[src/rtl/regfile_wr_arbiter.sv]
// -----------------------------------------------------------------------------
// regfile_wr_arbiter
//
// Lets two writeback requesters (for example the ALU result and a memory load)
// share the register file's single write port. One requester is granted per
// cycle using a valid/ready handshake and 1-bit round-robin fairness. The
// granted write is presented to the register file one cycle later on
// registered controls (LD_reg / DR / Load_data).
//
// Optional feature, enabled by defining REGFILE_ARB_CLEAR_EN:
//   a clear sequencer writes 16'h0000 to R0..R7 over eight consecutive cycles
//   without using the global Reset. Without the macro, clr_start is ignored
//   and clr_done / busy are tied low.
//
// Ports
//   Clk, Reset            clock; synchronous active-high reset
//   reqN_valid/dr/data    requester N write request (N = 0, 1)
//   reqN_ready            requester N granted this cycle (combinational)
//   clr_start             start the clear sequence (macro builds only)
//   clr_done              one-cycle pulse alongside the DR=7 clear write
//   busy                  clear sequence in progress
//   LD_reg, DR, Load_data registered register-file write port controls
// -----------------------------------------------------------------------------
module regfile_wr_arbiter (
  input  logic        Clk,
  input  logic        Reset,
  input  logic        req0_valid,
  input  logic [2:0]  req0_dr,
  input  logic [15:0] req0_data,
  output logic        req0_ready,
  input  logic        req1_valid,
  input  logic [2:0]  req1_dr,
  input  logic [15:0] req1_data,
  output logic        req1_ready,
  input  logic        clr_start,
  output logic        clr_done,
  output logic        busy,
  output logic        LD_reg,
  output logic [2:0]  DR,
  output logic [15:0] Load_data
);

  // last_grant_q = 1 means requester 1 won the most recent transfer, so
  // requester 0 takes the next contested cycle.
  logic        last_grant_q, last_grant_d;
  logic        ld_q, ld_d;
  logic [2:0]  dr_q, dr_d;
  logic [15:0] data_q, data_d;

  // High when the arbiter may hand out a grant this cycle.
  logic        arb_open;
  logic        win0, win1;

`ifdef REGFILE_ARB_CLEAR_EN
  typedef enum logic {
    ARB   = 1'b0,
    CLEAR = 1'b1
  } state_e;

  state_e      state_q, state_d;
  logic [2:0]  cnt_q, cnt_d;
  logic        done_q, done_d;

  // A clear request takes priority over any pending writes in the same cycle.
  assign arb_open = (state_q == ARB) && !clr_start;
  assign busy     = (state_q == CLEAR);
  assign clr_done = done_q;
`else
  logic        clr_start_unused;

  assign clr_start_unused = clr_start;
  assign arb_open         = 1'b1;
  assign busy             = 1'b0;
  assign clr_done         = 1'b0;
`endif

  assign win0 = req0_valid && (!req1_valid ||  last_grant_q);
  assign win1 = req1_valid && (!req0_valid || !last_grant_q);

  assign req0_ready = !Reset && arb_open && win0;
  assign req1_ready = !Reset && arb_open && win1;

  // NOTE: every next-state signal gets a default before any branch so that no
  // path leaves it unassigned; otherwise synthesis infers a latch.
  always_comb begin
    last_grant_d = last_grant_q;
    ld_d         = 1'b0;
    dr_d         = dr_q;
    data_d       = data_q;
`ifdef REGFILE_ARB_CLEAR_EN
    state_d      = state_q;
    cnt_d        = cnt_q;
    done_d       = 1'b0;
`endif

    if (req0_ready) begin
      ld_d         = 1'b1;
      dr_d         = req0_dr;
      data_d       = req0_data;
      last_grant_d = 1'b0;
    end else if (req1_ready) begin
      ld_d         = 1'b1;
      dr_d         = req1_dr;
      data_d       = req1_data;
      last_grant_d = 1'b1;
    end

`ifdef REGFILE_ARB_CLEAR_EN
    // cnt_q tracks the index being written out on the registered port, so
    // the first clear write (R0) is launched directly from ARB.
    unique case (state_q)
      ARB: begin
        if (clr_start) begin
          state_d = CLEAR;
          cnt_d   = 3'd0;
          ld_d    = 1'b1;
          dr_d    = 3'd0;
          data_d  = 16'h0000;
        end
      end
      CLEAR: begin
        if (cnt_q == 3'd7) begin
          state_d = ARB;
          cnt_d   = 3'd0;
        end else begin
          cnt_d   = cnt_q + 3'd1;
          ld_d    = 1'b1;
          dr_d    = cnt_q + 3'd1;
          data_d  = 16'h0000;
          done_d  = (cnt_q == 3'd6);
        end
      end
      default: state_d = ARB;
    endcase
`endif
  end

  // NOTE: sequential state uses non-blocking assignments so every flop samples
  // the pre-edge values regardless of statement order.
  always_ff @(posedge Clk) begin
    if (Reset) begin
      last_grant_q <= 1'b1;
      ld_q         <= 1'b0;
      dr_q         <= 3'd0;
      data_q       <= 16'h0000;
`ifdef REGFILE_ARB_CLEAR_EN
      state_q      <= ARB;
      cnt_q        <= 3'd0;
      done_q       <= 1'b0;
`endif
    end else begin
      last_grant_q <= last_grant_d;
      ld_q         <= ld_d;
      dr_q         <= dr_d;
      data_q       <= data_d;
`ifdef REGFILE_ARB_CLEAR_EN
      state_q      <= state_d;
      cnt_q        <= cnt_d;
      done_q       <= done_d;
`endif
    end
  end

  assign LD_reg    = ld_q;
  assign DR        = dr_q;
  assign Load_data = data_q;

endmodule
[config.mk]
export PLATFORM = sky130hd
export DESIGN_NAME = regfile_wr_arbiter
export DESIGN_NICKNAME = d
export VERILOG_FILES = /design/src/rtl/regfile_wr_arbiter.sv
export SDC_FILE = /design/constraint.sdc
export NUM_CORES = 1
export LEC_CHECK = 0
export ABC_AREA = 0
export CORE_ASPECT_RATIO = 1.25
export CORE_MARGIN = 2
export CORE_UTILIZATION = 55
export DETAILED_ROUTE_END_ITERATION = 10
export DONT_BUFFER_PORTS = 1
export PLACE_DENSITY_LB_ADDON = 0.2
export RECOVER_POWER = 25
export SLEW_MARGIN = 10
export SYNTH_ARGS = -nofsm -noshare
export SYNTH_HDL_FRONTEND = slang
export SYNTH_SLANG_ARGS = --single-unit
[constraint.sdc]
create_clock -name Clk -period 2.3 [get_ports Clk]
set_input_delay 0.115 -clock Clk [delete_from_list [all_inputs] [get_ports Clk]]
set_output_delay 0.115 -clock Clk [all_outputs]
set_load 0.03 [all_outputs]
# Yosys cells after proc, flatten, opt, wreduce, memory -nomap -nowiden

Cells that the tools add are included.

Bits in read-only memories: 0
Output and inout bits: 24
Memory bits (writable): 0
Latch bits: 0
Memories kept: 0
Input bits: 43
Bits in registers: 21

Bitwise gates (word level): 0
$mul: 0
$add $sub $neg: 0
Muxes and demuxes: 8
Order comparisons: 0
Shift-type cells: 0
Equal/unequal tests: 0
Divide/modulo/power cells: 0
Reductions and logical operators: 11

Operators by type and width:

| cell              | number |
|---|---|
| $mux 16           | 2 |
| $mux 3            | 2 |
| $logic_and 1x1->1 | 4 |
| $logic_not 1->1   | 4 |
| $mux 1            | 4 |
| $logic_or 1x1->1  | 2 |
| $reduce_bool 2->1 | 1 |

# Logic depth before layout (Yosys ltp)

Gate-level depths: netlist of the first run.

Depth after elaboration: 6
Depth in mapped cells: 6

# Least setup slack after synthesis of the first run

No wires, ideal clock.

Path kind: in2out
Start: input Reset
End: output req1_ready
Stages: 3
Path buffers: 2
Data arrival time: 1216 ps
Slack: 969 ps
Data required time: 2185 ps
Cell sequence: buf_2 -> clkbuf_1 -> a211oi_1

Cells in the longest elaborated chain, start to end: 2

Ends and longest elaborated chain:

| what              | RTL line | text |
|---|---|---|
| from (decl)       | 26       | `input logic Reset,` |
| $logic_not 1->1   | 81       | `assign req1_ready = !Reset && arb_open && win1;` |
| $logic_and 1x1->1 | 81       |  |
| to (decl)         | 34       | `output logic req1_ready,` |

Every way passes these cells.

# Final worst setup path of the first run

Start: register last_grant_q
End: output req0_ready

Cells in the longest elaborated chain, start to end: 3

Ends and longest elaborated chain:

| what                   | RTL line | text |
|---|---|---|
| from (decl)            | 45       | `logic last_grant_q, last_grant_d;` |
| from (signal assigned) | 152      | `last_grant_q <= last_grant_d;` |
| $logic_or 1x1->1       | 77       | `assign win0 = req0_valid && (!req1_valid \|\| last_grant_q);` |
| $logic_and 1x1->1      | 77       |  |
| $logic_and 1x1->1      | 80       | `assign req0_ready = !Reset && arb_open && win0;` |
| to (decl)              | 30       | `output logic req0_ready,` |

Every way passes these cells.

==> qor.txt, run 1 <==
register bit count reported by yosys: 21
Clock Path Buffers: 2
Largest register FFs: 16
adder-cell share of the synthesized area: 0
CP Capture Type: output port
GR Overflow Total: 0
post-synthesis mux area share: 0
Detail Placement HPWL: 1500 microns
die area: 2270 sq um
die height: 52.8 microns
critical path's slowest cell: dfxtp_1
XOR/XNOR Fraction of Synth Area: 0
Setup CP Type: flop to output port
register area: 420 sq um
area of the multi-input gates: 538 sq um
worst rel slew slack: 0.506
Clock Skew: 2.19 ps
DRC errors left: 0
Skew-Pair Late Insertion Delay: 290 ps
Commonest cells post-synth: 21 x dfxtp_1, 19 x a221o_1, 19 x and3_1, 19 x nor3b_1, 6 x clkbuf_1
Cells after DPL: 112
met3 wire length: 205 microns
Slew Viols, Final: 0
Port-buffer cells: 0
top-count cell post-synth: dfxtp_1
Final Util: 0.588
Avg WL per Cell: 19.7 microns
GRT Util Overall: 0.201
number of global-route vias before repair: 767
Synth Area per Inst: 10.1 sq um
post-synthesis simple-gate area fraction: 0.317
post-place setup slack: 897 ps
largest net degree at the start of global routing: 24
top routing layer used: met4
clock sinks: 21
Netlist cell types: 18
sequential share of the synthesized area: 0.401
Critical Path RT: 2180 ps
number of flops mapped to enable cells by yosys: 0
I/O pins: 67
initial core utilization: 0.587
critical path startpoint category: flop
Post-Synthesis Cell Area: 1050 sq um
CP top delay family: simple AND/OR/NAND/NOR gates
Horiz. Die Dim: 43.1 microns
final hold vios: 0
core area: 1790 sq um
Tcrit/Tclk final: 0.709
Syn Inst Count: 104
Setup WS post-layout: 670 ps
post-synthesis compound-gate area fraction: 0.189
antenna violations before repair: 0
Final ANT Viol Nets: 0
routed vias/inst: 6.91
worst vdd ir: 0.361 mV
slew of the pin with the lowest slew margin: 739 ps
WL met1: 911 microns
met2 wire len: 1200 microns
# rows: 17
RSZ-0062 raised after global routing: no
routability cong.: 0.627
antenna cells: 0
H-tree Lvls: 1
first-pass GRT wire length: 3420 microns
First-pass DRT Iterations: 4
Yosys top cell area share: 0.401
top cells by area, synth: dfxtp_1 40%, a221o_1 18%, nor3b_1 14%
cell taking the most area after synthesis: dfxtp_1
CTS tree: done
Pleak: 0.459 nW
number of buffers and inverters on the critical path: 1
delay of the slowest critical-path stage: 360 ps
DRT iter0 DRCs: 12
WL final: 2330 microns
ys flop type: dfxtp_1
setup TNS: 0 ps
Final #Nets: 143
Clk Tree Root Cell: clkbuf_4
CP arrival: 1510 ps
share of layout cells above drive strength 1: 0.0909
pwr dens: 726 nW/um^2
Min Hold Slack: 50.1 ps
Post-synth ARST share: 0
min cycle time layout: 1630 ps
critical path cell sequence: nand2b_2, nand2_4, inv_1
Post-Layout Cell Count: 118
Fillers: 168
Vias: 815
max cap viols: 0
final setup violation count: 0
Reg clk slew, reported paths: 110 ps
CP max FO: 21
outcome: completed
Peak Freq: 614 MHz
area delta synth->final: 0.239%
Synth Warn #: 0
Hold Crit Class: input port to flop
Inserted Clock Buffers: 3
largest family of logic cells by synthesized area: simple AND/OR/NAND/NOR gates
-- path summary, 6_finish.rpt --
kind | end | slack [ps] | start | cells past startpoint
worst max-delay path | req0_ready | 670 | last_grant_q | 3
worst min-delay path | Load_data[4] | 50 | req0_data[4] | 2
worst max register to register | Load_data[15] | 870 | last_grant_q | 3
worst min register to register | last_grant_q | 510 | last_grant_q | 2
-- cell families after synthesis --
logic type	count (synthesis)
AOI/OAI and AO/OA	20
buffers and inverters	16
DFF	21
other	1
and+or+nand+nor	46
-- metal layers --
metal,GRT usage,up-vias
met3,0.0586,2
li1,-,387
met1,0.214,384
met4,0.0758,0
met5,0,-
met2,0.369,42
-- power breakdown --
group	internal, mW	switching (mW)	total, mW
clock network	0.0674	0.109	0.176
logic	0.0510	0.0500	0.101
registers	0.398	0.0877	0.486
-- cell usage in the layout, fill, tap and decap left out --
cell type,n
a211oi_1,1
dfxtp_1,21
nand2b_2,1
conb_1,2
inv_1,2
and3_1,19
nand2_4,1
dlygate4sd3_1,2
nor3b_1,19
nor2_1,2
a221o_1,19
buf_4,2
clkbuf_4,3
clkbuf_1,1
nand3b_1,1
nand2b_1,1
nor2b_4,1
nor3_4,1
-- final cells by class --
type | instances | share of cell area
Multi-Input combinational cell | 68 | 0.512
Sequential cell | 21 | 0.400
Timing Repair Buffer | 4 | 0.0333
Clock buffer | 4 | 0.0250
Tap cell | 19 | 0.0226
Inverter | 2 | 0.00714
-- timing repair --
item	4_1_cts	5_1_grt
resized for setup	0	0
buffers inserted	0	0
hold endpoints to repair	2	0
hold buffers	2	0
-- per-stage QoR --
stage	total power, mW	instance area [sq um]
floorplan	0.589	1050
global placement	0.590	1000
detailed placement	0.593	1000
CTS	0.772	1050
global route	0.800	1050
finish	0.763	1050
No activity file was read; power rests on OpenSTA's default activity.
==> run 2, diff against run 1 <==
==> constraint.sdc (replaced) <==
create_clock -name Clk -period 1.6 [get_ports Clk]
set_input_delay 0.08 -clock Clk [delete_from_list [all_inputs] [get_ports Clk]]
set_output_delay 0.08 -clock Clk [all_outputs]
set_load 0.03 [all_outputs]
==> run 2 against run 1 <==
  * Sequential share of layout area fell by 0.52 points
  * Via count rose by 2.2%
  * Worst setup slack got worse by 530 ps
  * Cell area rose by 1.3%
==> qor.txt, run 2 (synthesis results as in run 1) <==
outcome: completed
Peak Freq: 687 MHz
First-pass DRT Iterations: 4
Cells after DPL: 113
Switching Power: 0.361 mW
final hold vios: 0
Comb power frac: 0.134
CP arrival: 1380 ps
share of layout cells above drive strength 1: 0.110
Vias: 833
DRT iter0 DRCs: 13
Detail Placement HPWL: 1520 microns
WL final: 2340 microns
critical path cell sequence: nand2b_4, nand2_4, inv_1
Pleak: 0.474 nW
Skew-Pair Late Insertion Delay: 300 ps
pwr dens: 1040 nW/um^2
# rows: 17
antenna cells: 0
setup TNS: 0 ps
die height: 52.8 microns
min cycle time layout: 1460 ps
Final ANT Viol Nets: 0
die area: 2270 sq um
number of global-route vias before repair: 784
critical path's slowest cell: dfxtp_1
Clock Path Buffers: 2
commonest non-fill, non-tap cell in the layout: dfxtp_1
DRC errors left: 0
core area: 1790 sq um
critical path startpoint category: flop
CTS tree: done
final setup violation count: 0
delay of the slowest critical-path stage: 370 ps
clock sinks: 21
largest net degree at the start of global routing: 24
Critical Path RT: 1520 ps
Reg clk slew, reported paths: 120 ps
Inserted Clock Buffers: 3
routability cong.: 0.625
placed cell areas: 1010 sq um
post-route cell area: 1060 sq um
routed vias/inst: 7.00
Hold Crit Class: input port to flop
Clock Skew: 4.96 ps
worst rel slew slack: 0.489
Setup CP Type: flop to output port
Final #Nets: 144
commonest cells after routing, fill and taps aside: 21 x dfxtp_1, 19 x nor3b_1, 19 x and3_1, 19 x a221o_1
RSZ-0062 raised after global routing: no
CP Capture Type: output port
Sw Ratio: 0.327
H-tree Lvls: 1
Largest register FFs: 16
Horiz. Die Dim: 43.1 microns
max cap viols: 0
Port-buffer cells: 0
Reg power frac: 0.634
GR Overflow Total: 0
post-CTS setup buffers: 0
I/O pins: 67
power share of the clock group: 0.232
CP max FO: 21
slew of the pin with the lowest slew margin: 764 ps
worst vdd ir: 0.609 mV
Int Pwr: 0.742 mW
GRT Util Overall: 0.208
first-pass GRT wire length: 3540 microns
Avg WL per Cell: 19.6 microns
Tcrit/Tclk final: 0.910
Post-Layout Cell Count: 119
Slew Viols, Final: 0
post-place setup slack: 190 ps
Clk Tree Root Cell: clkbuf_4
area delta synth->final: 1.55%
antenna violations before repair: 0
initial core utilization: 0.587
Setup WS post-layout: 144 ps
## run 2: cell count changes in the layout (fill, tap and decap cells not counted), sizes merged
cell	change
buf	+1
clkinv	+1
clkbuf	-1
## run 2: path summary, 6_finish.rpt
check                     start             to  slack, ps  cells after the start
setup / recovery   last_grant_q     req0_ready        140                      3
hold reg to reg    last_grant_q   last_grant_q        520                      2
setup reg to reg   last_grant_q  Load_data[11]        320                      3
hold / removal    req0_data[12]  Load_data[12]          8                      2
## run 2: metrics by stage
step | util | total power [mW] | hold slack, ps
6_report | 0.596 | 1.10 | 8.43
5_1_grt | 0.596 | 1.15 | 4.43
4_1_cts | 0.596 | 1.11 | 5.31
3_5_place_dp | 0.567 | 0.856 | 158
3_3_place_gp | 0.567 | 0.850 | 155
2_1_floorplan | - | 0.847 | 278
## run 2: critical path: cells and delay by family, from the launching register on
family / cells / cell delay [ps]
flops: 1 / 370
buf+inv: 1 / 270
simple gates: 2 / 430
## run 2: metal layers
metal  share of wire  GRT usage  vias to the layer above
met5               0          0                        -
met4          0.0073     0.0909                        0
met3           0.088     0.0724                        2
met2            0.50      0.333                       41
met1            0.41      0.251                      402
li1                -          -                      388
## run 2: final cells by class
| cell class | instances | area (sq um) |
|---|---|---|
| well taps | 19 | 23.8 |
| clock buffers | 3 | 22.5 |
| multi-input cells | 68 | 543 |
| fillers | 165 | 722 |
| inverters | 2 | 7.51 |
| flip-flops and latches | 21 | 420 |
| clock inverters | 1 | 5.00 |
| repair buffers | 5 | 42.5 |
## run 2: timing repair
item	4_1_cts	5_1_grt
setup endpoints to repair	1	0
hold endpoints to repair	2	0
gates resized for setup	1	0
hold buffers	2	0
## run 2: power by group through the flow
| stage | registers (mW) | logic (mW) | clock network (mW) |
|---|---|---|---|
| 5_1_grt | 0.706 | 0.162 | 0.283 |
| 4_1_cts | 0.700 | 0.149 | 0.258 |
| 3_3_place_gp | 0.711 | 0.139 | 0 |
| 6_report | 0.699 | 0.148 | 0.256 |
| 2_1_floorplan | 0.703 | 0.144 | 0 |
| 3_5_place_dp | 0.712 | 0.144 | 0 |
